**config.mk**
```make
export PLATFORM = sky130hd
export DESIGN_NAME = alarm_clock_core_flat
export DESIGN_NICKNAME = d
export VERILOG_FILES = /design/src/rtl/alarm_clock_core_if.sv /design/src/rtl/alarm_clock_core.sv /design/src/flat_wrapper.sv
export SDC_FILE = /design/constraint.sdc
export NUM_CORES = 1
export LEC_CHECK = 0
export CAP_MARGIN = 20
export CORE_MARGIN = 5
export CORE_UTILIZATION = 50
export CTS_CLUSTER_SIZE = 10
export DETAILED_ROUTE_END_ITERATION = 10
export PLACE_DENSITY = 0.76
export SETUP_SLACK_MARGIN = 0.05
export SLEW_MARGIN = 15
export SYNTH_ARGS = -nofsm -noshare
export SYNTH_HDL_FRONTEND = slang
export SYNTH_SLANG_ARGS = --single-unit
```
**constraint.sdc**
```tcl
create_clock -name clk -period 5.1 [get_ports clk]
set_clock_uncertainty 0.2 [all_clocks]
set_input_delay 1.275 -clock clk [delete_from_list [all_inputs] [get_ports clk]]
set_output_delay 1.275 -clock clk [all_outputs]
set_load 0.05 [all_outputs]
```
**src/rtl/alarm_clock_core_if.sv**
```systemverilog
// Alarm clock core bus: BCD load inputs, controls and time/alarm outputs.
interface alarm_clock_core_if;
  logic [1:0] H_in1;
  logic [3:0] H_in0;
  logic [3:0] M_in1;
  logic [3:0] M_in0;
  logic       LD_time;
  logic       LD_alarm;
  logic       STOP_al;
  logic       AL_ON;
  logic [1:0] H_out1;
  logic [3:0] H_out0;
  logic [3:0] M_out1;
  logic [3:0] M_out0;
  logic [3:0] S_out1;
  logic [3:0] S_out0;
  logic       Alarm;

  modport master (
    output H_in1, H_in0, M_in1, M_in0,
    output LD_time, LD_alarm, STOP_al, AL_ON,
    input  H_out1, H_out0, M_out1, M_out0,
    input  S_out1, S_out0, Alarm
  );

  modport slave (
    input  H_in1, H_in0, M_in1, M_in0,
    input  LD_time, LD_alarm, STOP_al, AL_ON,
    output H_out1, H_out0, M_out1, M_out0,
    output S_out1, S_out0, Alarm
  );
endinterface

```
**src/rtl/alarm_clock_core.sv**
```systemverilog
// BCD 24h clock with 10 Hz prescaler, loadable time/alarm
// and a two-state ringing FSM with auto-timeout.
module alarm_clock_core (
  input logic              clk,
  input logic              reset,
  alarm_clock_core_if.slave bus
);
  typedef enum logic {IDLE, RINGING} state_t;

  state_t     state_q;
  logic       alarm_q;
  logic [5:0] ring_q;
  logic [3:0] pre_q;
  logic [1:0] h1_q, h1_d;
  logic [3:0] h0_q, h0_d;
  logic [3:0] m1_q, m1_d;
  logic [3:0] m0_q, m0_d;
  logic [3:0] s1_q, s1_d;
  logic [3:0] s0_q, s0_d;
  logic [1:0] ah1_q;
  logic [3:0] ah0_q;
  logic [3:0] am1_q;
  logic [3:0] am0_q;

  logic tick;
  logic hr_ok;
  logic valid;
  logic ld_t;
  logic ld_a;
  logic hit;

  assign tick  = (pre_q == 4'd9);
  assign hr_ok = (bus.H_in1 < 2'd2) ? (bus.H_in0 <= 4'd9)
               : (bus.H_in1 == 2'd2) && (bus.H_in0 <= 4'd3);
  assign valid = hr_ok && (bus.M_in1 <= 4'd5)
               && (bus.M_in0 <= 4'd9);
  assign ld_t  = bus.LD_time && valid;
  assign ld_a  = bus.LD_alarm && valid;

  always_comb begin
    h1_d = h1_q;
    h0_d = h0_q;
    m1_d = m1_q;
    m0_d = m0_q;
    s1_d = s1_q;
    s0_d = s0_q;
    if (tick) begin
      if (s0_q != 4'd9) begin
        s0_d = s0_q + 4'd1;
      end else begin
        s0_d = 4'd0;
        if (s1_q != 4'd5) begin
          s1_d = s1_q + 4'd1;
        end else begin
          s1_d = 4'd0;
          if (m0_q != 4'd9) begin
            m0_d = m0_q + 4'd1;
          end else begin
            m0_d = 4'd0;
            if (m1_q != 4'd5) begin
              m1_d = m1_q + 4'd1;
            end else begin
              m1_d = 4'd0;
              if (h1_q == 2'd2 && h0_q == 4'd3) begin
                h1_d = 2'd0;
                h0_d = 4'd0;
              end else if (h0_q == 4'd9) begin
                h1_d = h1_q + 2'd1;
                h0_d = 4'd0;
              end else begin
                h0_d = h0_q + 4'd1;
              end
            end
          end
        end
      end
    end
  end

  // Trigger only from a counted tick, against the stored alarm.
  assign hit = tick && !ld_t && bus.AL_ON && !bus.STOP_al
            && s1_d == 4'd0 && s0_d == 4'd0
            && h1_d == ah1_q && h0_d == ah0_q
            && m1_d == am1_q && m0_d == am0_q;

  always_ff @(posedge clk) begin
    if (reset) begin
      pre_q <= 4'd0;
      h1_q  <= 2'd0;
      h0_q  <= 4'd0;
      m1_q  <= 4'd0;
      m0_q  <= 4'd0;
      s1_q  <= 4'd0;
      s0_q  <= 4'd0;
    end else if (ld_t) begin
      pre_q <= 4'd0;
      h1_q  <= bus.H_in1;
      h0_q  <= bus.H_in0;
      m1_q  <= bus.M_in1;
      m0_q  <= bus.M_in0;
      s1_q  <= 4'd0;
      s0_q  <= 4'd0;
    end else begin
      pre_q <= tick ? 4'd0 : pre_q + 4'd1;
      h1_q  <= h1_d;
      h0_q  <= h0_d;
      m1_q  <= m1_d;
      m0_q  <= m0_d;
      s1_q  <= s1_d;
      s0_q  <= s0_d;
    end
  end

  always_ff @(posedge clk) begin
    if (reset) begin
      ah1_q <= 2'd0;
      ah0_q <= 4'd0;
      am1_q <= 4'd0;
      am0_q <= 4'd0;
    end else if (ld_a) begin
      ah1_q <= bus.H_in1;
      ah0_q <= bus.H_in0;
      am1_q <= bus.M_in1;
      am0_q <= bus.M_in0;
    end
  end

  always_ff @(posedge clk) begin
    if (reset) begin
      state_q <= IDLE;
      alarm_q <= 1'b0;
      ring_q  <= 6'd0;
    end else begin
      unique case (state_q)
        IDLE: begin
          if (hit) begin
            state_q <= RINGING;
            alarm_q <= 1'b1;
            ring_q  <= 6'd0;
          end
        end
        RINGING: begin
          if (bus.STOP_al || !bus.AL_ON) begin
            state_q <= IDLE;
            alarm_q <= 1'b0;
          end else if (tick) begin
            if (ring_q == 6'd59) begin
              state_q <= IDLE;
              alarm_q <= 1'b0;
            end else begin
              ring_q <= ring_q + 6'd1;
            end
          end
        end
        default: begin
          state_q <= IDLE;
          alarm_q <= 1'b0;
        end
      endcase
    end
  end

  assign bus.H_out1 = h1_q;
  assign bus.H_out0 = h0_q;
  assign bus.M_out1 = m1_q;
  assign bus.M_out0 = m0_q;
  assign bus.S_out1 = s1_q;
  assign bus.S_out0 = s0_q;
  assign bus.Alarm  = alarm_q;
endmodule

```
**src/flat_wrapper.sv**
```systemverilog
// flat-port wrapper written by rule: the top's interface ports become plain ports
module alarm_clock_core_flat 
  (clk, reset, bus_H_in1, bus_H_in0, bus_M_in1, bus_M_in0, bus_LD_time, bus_LD_alarm, bus_STOP_al, bus_AL_ON, bus_H_out1, bus_H_out0, bus_M_out1, bus_M_out0, bus_S_out1, bus_S_out0, bus_Alarm);
  alarm_clock_core_if bus_i ();
  input logic clk;
  input logic reset;
  input wire logic [$bits(bus_i.H_in1)-1:0] bus_H_in1;
  input wire logic [$bits(bus_i.H_in0)-1:0] bus_H_in0;
  input wire logic [$bits(bus_i.M_in1)-1:0] bus_M_in1;
  input wire logic [$bits(bus_i.M_in0)-1:0] bus_M_in0;
  input wire logic [$bits(bus_i.LD_time)-1:0] bus_LD_time;
  input wire logic [$bits(bus_i.LD_alarm)-1:0] bus_LD_alarm;
  input wire logic [$bits(bus_i.STOP_al)-1:0] bus_STOP_al;
  input wire logic [$bits(bus_i.AL_ON)-1:0] bus_AL_ON;
  output wire logic [$bits(bus_i.H_out1)-1:0] bus_H_out1;
  output wire logic [$bits(bus_i.H_out0)-1:0] bus_H_out0;
  output wire logic [$bits(bus_i.M_out1)-1:0] bus_M_out1;
  output wire logic [$bits(bus_i.M_out0)-1:0] bus_M_out0;
  output wire logic [$bits(bus_i.S_out1)-1:0] bus_S_out1;
  output wire logic [$bits(bus_i.S_out0)-1:0] bus_S_out0;
  output wire logic [$bits(bus_i.Alarm)-1:0] bus_Alarm;
  assign bus_i.H_in1 = bus_H_in1;
  assign bus_i.H_in0 = bus_H_in0;
  assign bus_i.M_in1 = bus_M_in1;
  assign bus_i.M_in0 = bus_M_in0;
  assign bus_i.LD_time = bus_LD_time;
  assign bus_i.LD_alarm = bus_LD_alarm;
  assign bus_i.STOP_al = bus_STOP_al;
  assign bus_i.AL_ON = bus_AL_ON;
  assign bus_H_out1 = bus_i.H_out1;
  assign bus_H_out0 = bus_i.H_out0;
  assign bus_M_out1 = bus_i.M_out1;
  assign bus_M_out0 = bus_i.M_out0;
  assign bus_S_out1 = bus_i.S_out1;
  assign bus_S_out0 = bus_i.S_out0;
  assign bus_Alarm = bus_i.Alarm;
  alarm_clock_core u_core (.clk(clk), .reset(reset), .bus(bus_i));
endmodule
```
==> metrics.md, run 1 <==
| Metric | Value |
|---|---|
| Status | finished, final reports clean |
| CP arrival | between 3 and 4 ns |
| Critical-path maximum fanout | 13 |
| Initial antenna violation count | 0 |
| Share of the synthesized area in the top cell type | 0.301 |
| Maxcap violations | 0 |
| WP buf/inv | 0 |
| Top-Level Pins | between 40 and 50 |
| P per Cell Area | about 200 nW/um^2 |
| Inst Count DP | between 400 and 500 |
| Synth Instances | between 400 and 500 |
| Worst setup EP type | flip-flop |
| Die area | 8070 sq um |
| Reg2reg end | u_core.ring_q[1] |
| Logic pwr share | 0.142 |
| Worst hold path startpoint | u_core.pre_q[0] |
| GP Congestion | between 0.9 and 1 |
| Post-synthesis sequential area ratio | 0.301 |
| DRC | 0 |
| Internal power | between 500 and 600 uW |
| Grt total ovfl | 0 |
| 1st-pass router iterations | 5 |
| Nets | 455 |
| Post-synthesis adder-cell area fraction | 0.0235 |
| Worst slew pin tran | between 0.9 and 1 ns |
| Resized Gates After CTS | 0 |
| Yosys warnings | 0 |
| Crit path kind | reg2reg |
| Area grow syn2layout | 15.9% |
| Vias | roughly 3,200 |
| Post-cts hold buffer count | 0 |
| Mapped Nets | roughly 430 |
| Count of clock tree sinks | 48 |
| TritonCTS Buffers | 5 |
| Fmax | roughly 270 MHz |
| Synth Area in Compound Gates | 0.179 |
| Worst vdd rail ir drop | roughly 0.13 mV |
| Fin crit share | 0.714 |
| Yosys top cell by area | dfxtp_1 |
| Worst-Skew Late Latency | roughly 0.31 ns |
| Setup TNS | 0 ns |
| CP Data Required Time | roughly 5 ns |
| Row count | 29 |
| Largest net degree at the start of global routing | 28 |
| Synth unique cells | between 60 and 70 |
| Max Root-Sink Buffers | 2 |
| Crit-path cells | or3b_4 -> or3_4 -> or2_0 -> nor4_2 -> a211oi_1 -> a2111oi_0 -> nand4b_1 -> a32o_1 |
| Hold crit path type | reg2reg |
| Synth Area in XOR/XNOR | 0.0714 |
| Vias in the first global route | between 2,000 and 3,000 |
| Clock power share | 0.313 |
| Core Area | between 6000 and 7000 sq um |
| PortBufs | 42 |
| Hold path depth | 1 |
| Top cells by area, synth | dfxtp_1 (30%), nor2_1 (6.6%), mux2i_1 (6.0%), xnor2_1 (4.1%), a211oi_1 (3.3%) |
| DR iter-0 viols | around 290 |
| End of the worst hold path | u_core.pre_q[0] |
| Period minus WS final | roughly 3.6 ns |
| Total power | 726 uW |
| Leak | 1.23 nW |
| Sw Pwr | roughly 200 uW |
| WHS | ~0.27 ns |
| Routed len/inst | approximately 17 um |
| Root buf cell | clkbuf_8 |
| Proportion of layout cells with a drive suffix above 1 | 0.0443 |
| Die Wd | 89.9 um |
| Reg power frac | 0.545 |
| Sw frac | 0.282 |
| Mapped cell area | 3190 sq um |
| # H-tree levels | 2 |
| First-pass GRT wire length | roughly 14,000 um |
| Slew HR | 0.376 |
| DRT Wirelength | ~8500 um |
| Largest family of logic cells by synthesized area | simple AND/OR/NAND/NOR gates |
| RSZ-0062 raised after global routing | false |
| Simple-Gate Fraction of Synth Area | 0.308 |
| Starting Density | 0.508 |
| Multiplexer area fraction after synthesis | 0.0667 |
| Final ANT Viol Nets | 0 |
| Layout Utilization | 0.589 |
| Delay-heaviest family, CP | simple AND/OR/NAND/NOR gates |
| Syn Area/Cell | roughly 7.9 sq um |
| Die Y | 89.9 um |
| CTS tree | built |
| Final Max Tran Viols | 0 |
| Synth Register Bits | 48 |
| Worst reg2reg startpoint | u_core.bus.S_out0[3] |
| Reg2Reg Depth | 8 |
| Drt via density | 6.24 |
| Final Hold Vio Count | 0 |
| Total track usage | 0.202 |
| Clk slew on worst S/H paths | about 0.09 ns |
| Top FF cell, synth | dfxtp_1 |
| Setup violators final | 0 |
| Slowest CP cell | a2111oi_0 |
| CP startpoint kind | flip-flop |
| Slowest stage delay, CP | ~0.6 ns |
| FF-to-FF setup slack | between 1 and 1.5 ns |
| Post-CTS setup buffers | 0 |
| Synth async-reset ratio | 0 |
| HPWL after DPL | between 6000 and 7000 um |
| Final cell count without fillers | 506 |
| Ant diodes | 0 |
| Post-synth EDFFs | 0 |
[Yosys cell counts (all sizes together) (3+ instances only)]
cell type / number
nor2: 57
dfxtp: 48
nand2: 27
mux2i: 19
o21ai: 19
clkbuf: 18
nand3: 17
nor3: 16
a21oi: 15
xnor2: 15
a211oi: 14
xor2: 11
inv: 10
nor4: 10
buf: 8
nand4: 8
ha: 6
nand2b: 6
or3: 6
a2111oi: 5
a22oi: 4
nand3b: 4
nor2b: 4
nor3b: 4
o21a: 4
nand4bb: 3
nor4bb: 3
or4: 3
[kinds of logic (layout without fill, tap and decap cells)]
group,after synthesis,count (layout)
XOR/XNOR,26,26
AND/OR/NAND/NOR,181,181
flip-flops,48,48
multiplexers,21,21
buffers and inverters,36,63
AO/OA/AOI/OAI,84,84
adder cells (fa/ha/maj),6,6
[through the flow]
| step | setup WS, ns | instance area, sq um |
|---|---|---|
| after floorplan | 1.64 | 3190 |
| final | 1.46 | 3690 |
| after CTS | 1.52 | 3690 |
| after global placement | 1.34 | 3610 |
| after global routing | 1.18 | 3690 |
| after detailed placement | 1.21 | 3610 |
[registers in the layout, indices dropped and copies added, names as in the netlist, 2 cells and up]
signal,flops
u_core.bus.M_out0,4
u_core.pre_q,4
u_core.ah0_q,4
u_core.am1_q,4
u_core.bus.H_out0,4
u_core.bus.S_out1,4
u_core.am0_q,4
u_core.ring_q,6
u_core.bus.H_out1,2
u_core.ah1_q,2
u_core.bus.S_out0,4
u_core.bus.M_out1,4
[power groups by stage]
stage / registers, mW / clock network [mW] / logic, mW
6_report: 0.396 / 0.227 / 0.103
5_1_grt: 0.397 / 0.248 / 0.112
4_1_cts: 0.395 / 0.229 / 0.103
3_5_place_dp: 0.404 / 0 / 0.102
3_3_place_gp: 0.404 / 0 / 0.101
2_1_floorplan: 0.410 / 0 / 0.0565
[metal layers]
layer | up-vias | track usage | part of all wire
met3 | 16 | 0.0451 | 0.067
met4 | 0 | 0.0658 | 0.019
met1 | 1483 | 0.284 | 0.46
met2 | 131 | 0.307 | 0.45
met5 | - | 0 | 0
li1 | 1527 | - | -
[how the worst max path moves through the flow]
stage,endpoint,cells past startpoint,startpoint
2_1_floorplan,u_core.ring_q[2],10,u_core.bus.S_out0[3]
3_3_place_gp,u_core.ring_q[5],9,bus_M_in0[1]
3_5_place_dp,u_core.ring_q[4],9,bus_M_in0[1]
4_1_cts,u_core.ring_q[1],8,u_core.bus.S_out0[3]
5_1_grt,u_core.ring_q[1],10,u_core.pre_q[0]
6_report,u_core.ring_q[1],8,u_core.bus.S_out0[3]
[placed cells by master, fill, tap and decap left out, drive strengths merged, types with 11 or more instances in the layout]
| master | netlist | final |
|---|---|---|
| nor3 | 16 | 16 |
| xnor2 | 15 | 15 |
| dfxtp | 48 | 48 |
| o21ai | 19 | 19 |
| mux2i | 19 | 19 |
| nor2 | 57 | 57 |
| xor2 | 11 | 11 |
| nand2 | 27 | 27 |
| clkdlybuf4s50 | 0 | 42 |
| a211oi | 14 | 14 |
| nand3 | 17 | 17 |
| a21oi | 15 | 15 |
[worst register-to-register path: stages (launching register included)]
cell and delay (ns):
dfxtp_1 0.51, or3b_4 0.45, or3_4 0.48, or2_0 0.42, nor4_2 0.31, a211oi_1 0.10, a2111oi_0 0.61, nand4b_1 0.21
a32o_1 0.25
[layout make-up]
class	count	area, sq um
flip-flops and latches	48	961
repair buffers	46	450
clock buffers	5	68.8
multi-input cells	318	2070
fillers	582	2580
well taps	77	96.3
inverters	10	37.5
clock inverters	2	12.5
No activity file was read; power rests on OpenSTA's default activity.
==> run 2: changes to the inputs <==
--- a/config.mk
+++ b/config.mk
@@ -10,7 +10,7 @@
 export CORE_UTILIZATION = 50
 export CTS_CLUSTER_SIZE = 10
 export DETAILED_ROUTE_END_ITERATION = 10
-export PLACE_DENSITY = 0.76
+export PLACE_DENSITY = 0.79
 export SETUP_SLACK_MARGIN = 0.05
 export SLEW_MARGIN = 15
 export SYNTH_ARGS = -nofsm -noshare
==> constraint.sdc (replaced) <==
create_clock -name clk -period 3.01 [get_ports clk]
set_clock_uncertainty 0.2 [all_clocks]
set_input_delay 0.7525 -clock clk [delete_from_list [all_inputs] [get_ports clk]]
set_output_delay 0.7525 -clock clk [all_outputs]
set_load 0.05 [all_outputs]
==> metrics.md, run 2 (same netlist as run 1, synthesis figures left out) <==
| Metric | Value |
|---|---|
| Worst slew pin tran | between 0.5 and 0.6 ns |
| Slew HR | 0.650 |
| Die area | 8070 sq um |
| 1st-pass router iterations | 6 |
| Worst-Skew Late Latency | approximately 0.3 ns |
| Worst setup EP type | flip-flop |
| P per Cell Area | approximately 290 nW/um^2 |
| Initial antenna violation count | 0 |
| Drt via density | just over 6 |
| Crit path kind | reg2reg |
| PortBufs | between 40 and 50 |
| Die Wd | around 90 um |
| Failing checks | setup timing |
| Routed len/inst | between 15 and 20 um |
| Hold crit path type | reg2reg |
| Final cell count without fillers | roughly 590 |
| Post-cts hold buffer count | 0 |
| Area grow syn2layout | 41.1% |
| Fillers | 484 |
| Period minus WS final | roughly 3.1 ns |
| DRC | 0 |
| Grt total ovfl | 0 |
| RSZ-0062 raised after global routing | true |
| Layout Utilization | 0.717 |
| Inst Count DP | ~560 |
| Critical-path maximum fanout | 5 |
| Core Area | 6280 sq um |
| Total track usage | 0.241 |
| DR iter-0 viols | 427 |
| HPWL after DPL | roughly 7400 um |
| Setup violators final | 8 |
| Maxcap violations | 0 |
| Status | complete, but fails checks |
| GP Congestion | a little over 0.9 |
| DRT Wirelength | 10,200 um |
| Nets | approximately 540 |
| Leak | roughly 1.7 nW |
| Proportion of layout cells with a drive suffix above 1 | 0.258 |
| Top-Level Pins | 43 |
| CTS tree | built |
| Biggest register | u_core.ring_q |
| Clk slew on worst S/H paths | 0.09 ns |
| First-pass GRT wire length | between 15,000 and 20,000 um |
| Largest register FFs | 6 |
| Hold path depth | 1 |
| Die Y | 89.9 um |
| Most frequent cells in the layout | buf_4 (81), nor2_1 (55), clkdlybuf4s50_1 (42), dfxtp_1 (38), nand2_1 (27) |
| Worst vdd rail ir drop | 0.313 mV |
| CP startpoint kind | flip-flop |
| Starting Density | 0.508 |
| TritonCTS Buffers | 5 |
| # H-tree levels | 2 |
| Final Hold Vio Count | 0 |
| Total power | approximately 1.3 mW |
| CP Data Required Time | approximately 3 ns |
| Final Max Tran Viols | 0 |
| Commonest non-fill, non-tap cell in the layout | buf_4 |
| Reg2Reg Depth | 10 |
| Final Worst Setup Slack | -0.134 ns |
| Root buf cell | clkbuf_8 |
| CP arrival | ~3.2 ns |
| Vias in the first global route | around 3,500 |
| Fin crit share | 1.04 |
| Max Root-Sink Buffers | 2 |
| Ant diodes | 0 |
| Final ANT Viol Nets | 0 |
| Fmax | roughly 320 MHz |
| Vias | between 3,000 and 4,000 |
| Row count | 29 |
| Largest net degree at the start of global routing | 27 |
| Pre-CTS WS | -0.367 ns |
| Count of clock tree sinks | 48 |
run 2: critical path, stage by stage, from the launching register on:
cell	delay (ns)
dfxtp_4	0.35
or3b_4	0.41
or3_4	0.44
buf_4	0.18
or4_1	0.50
a21oi_1	0.28
a21oi_1	0.08
nand2_1	0.20
nor4_4	0.08
buf_4	0.16
o21a_1	0.16
run 2: repair_timing:
action / 4_1_cts / 5_1_grt
buffers inserted: 13 / 4
resized for setup: 20 / 11
endpoints found under the setup margin: 8 / 8
pin swaps: 16 / 6
run 2: per-stage QoR:
| stage | hold WS (ns) | TNS [ns] | instance area, sq um |
|---|---|---|---|
| 2_1_floorplan | 0.233 | -0.00983 | 3260 |
| 3_3_place_gp | 0.253 | -0.825 | 4160 |
| 3_5_place_dp | 0.257 | -2.27 | 4160 |
| 4_1_cts | 0.284 | -0.470 | 4420 |
| 5_1_grt | 0.335 | -1.46 | 4500 |
| 6_report | 0.285 | -0.841 | 4500 |
run 2: cell type report:
cell class / instances / area, sq um / area share
sequential: 48 / 986 / 0.219
inverter: 10 / 37.5 / 0.00834
multi-input combinational: 318 / 2200 / 0.490
timing repair buffer: 128 / 1090 / 0.243
tap: 77 / 96.3 / 0.0214
clock inverter: 2 / 12.5 / 0.00278
clock buffer: 5 / 68.8 / 0.0153
run 2: final timing paths:
check / startpoint / end / slack, ns
setup / recovery: u_core.bus.S_out0[1] / u_core.bus.Alarm / -0.13
hold / removal: u_core.bus.Alarm / u_core.bus.Alarm / 0.29
setup reg to reg: u_core.bus.S_out0[1] / u_core.bus.Alarm / -0.13
hold reg to reg: u_core.bus.Alarm / u_core.bus.Alarm / 0.29
run 2: routing by layer:
metal	wire (um)	global-route usage	part of all wire
met5	0	0	0
met2	4940	0.410	0.49
met3	748	0.0384	0.074
met1	4180	0.311	0.41
met4	303	0.0769	0.030
run 2: power by group:
group / switching [mW] / total (mW) / internal [mW]
Clock: 0.223 / 0.381 / 0.158
Sequential: 0.0145 / 0.658 / 0.644
Combinational: 0.130 / 0.253 / 0.123
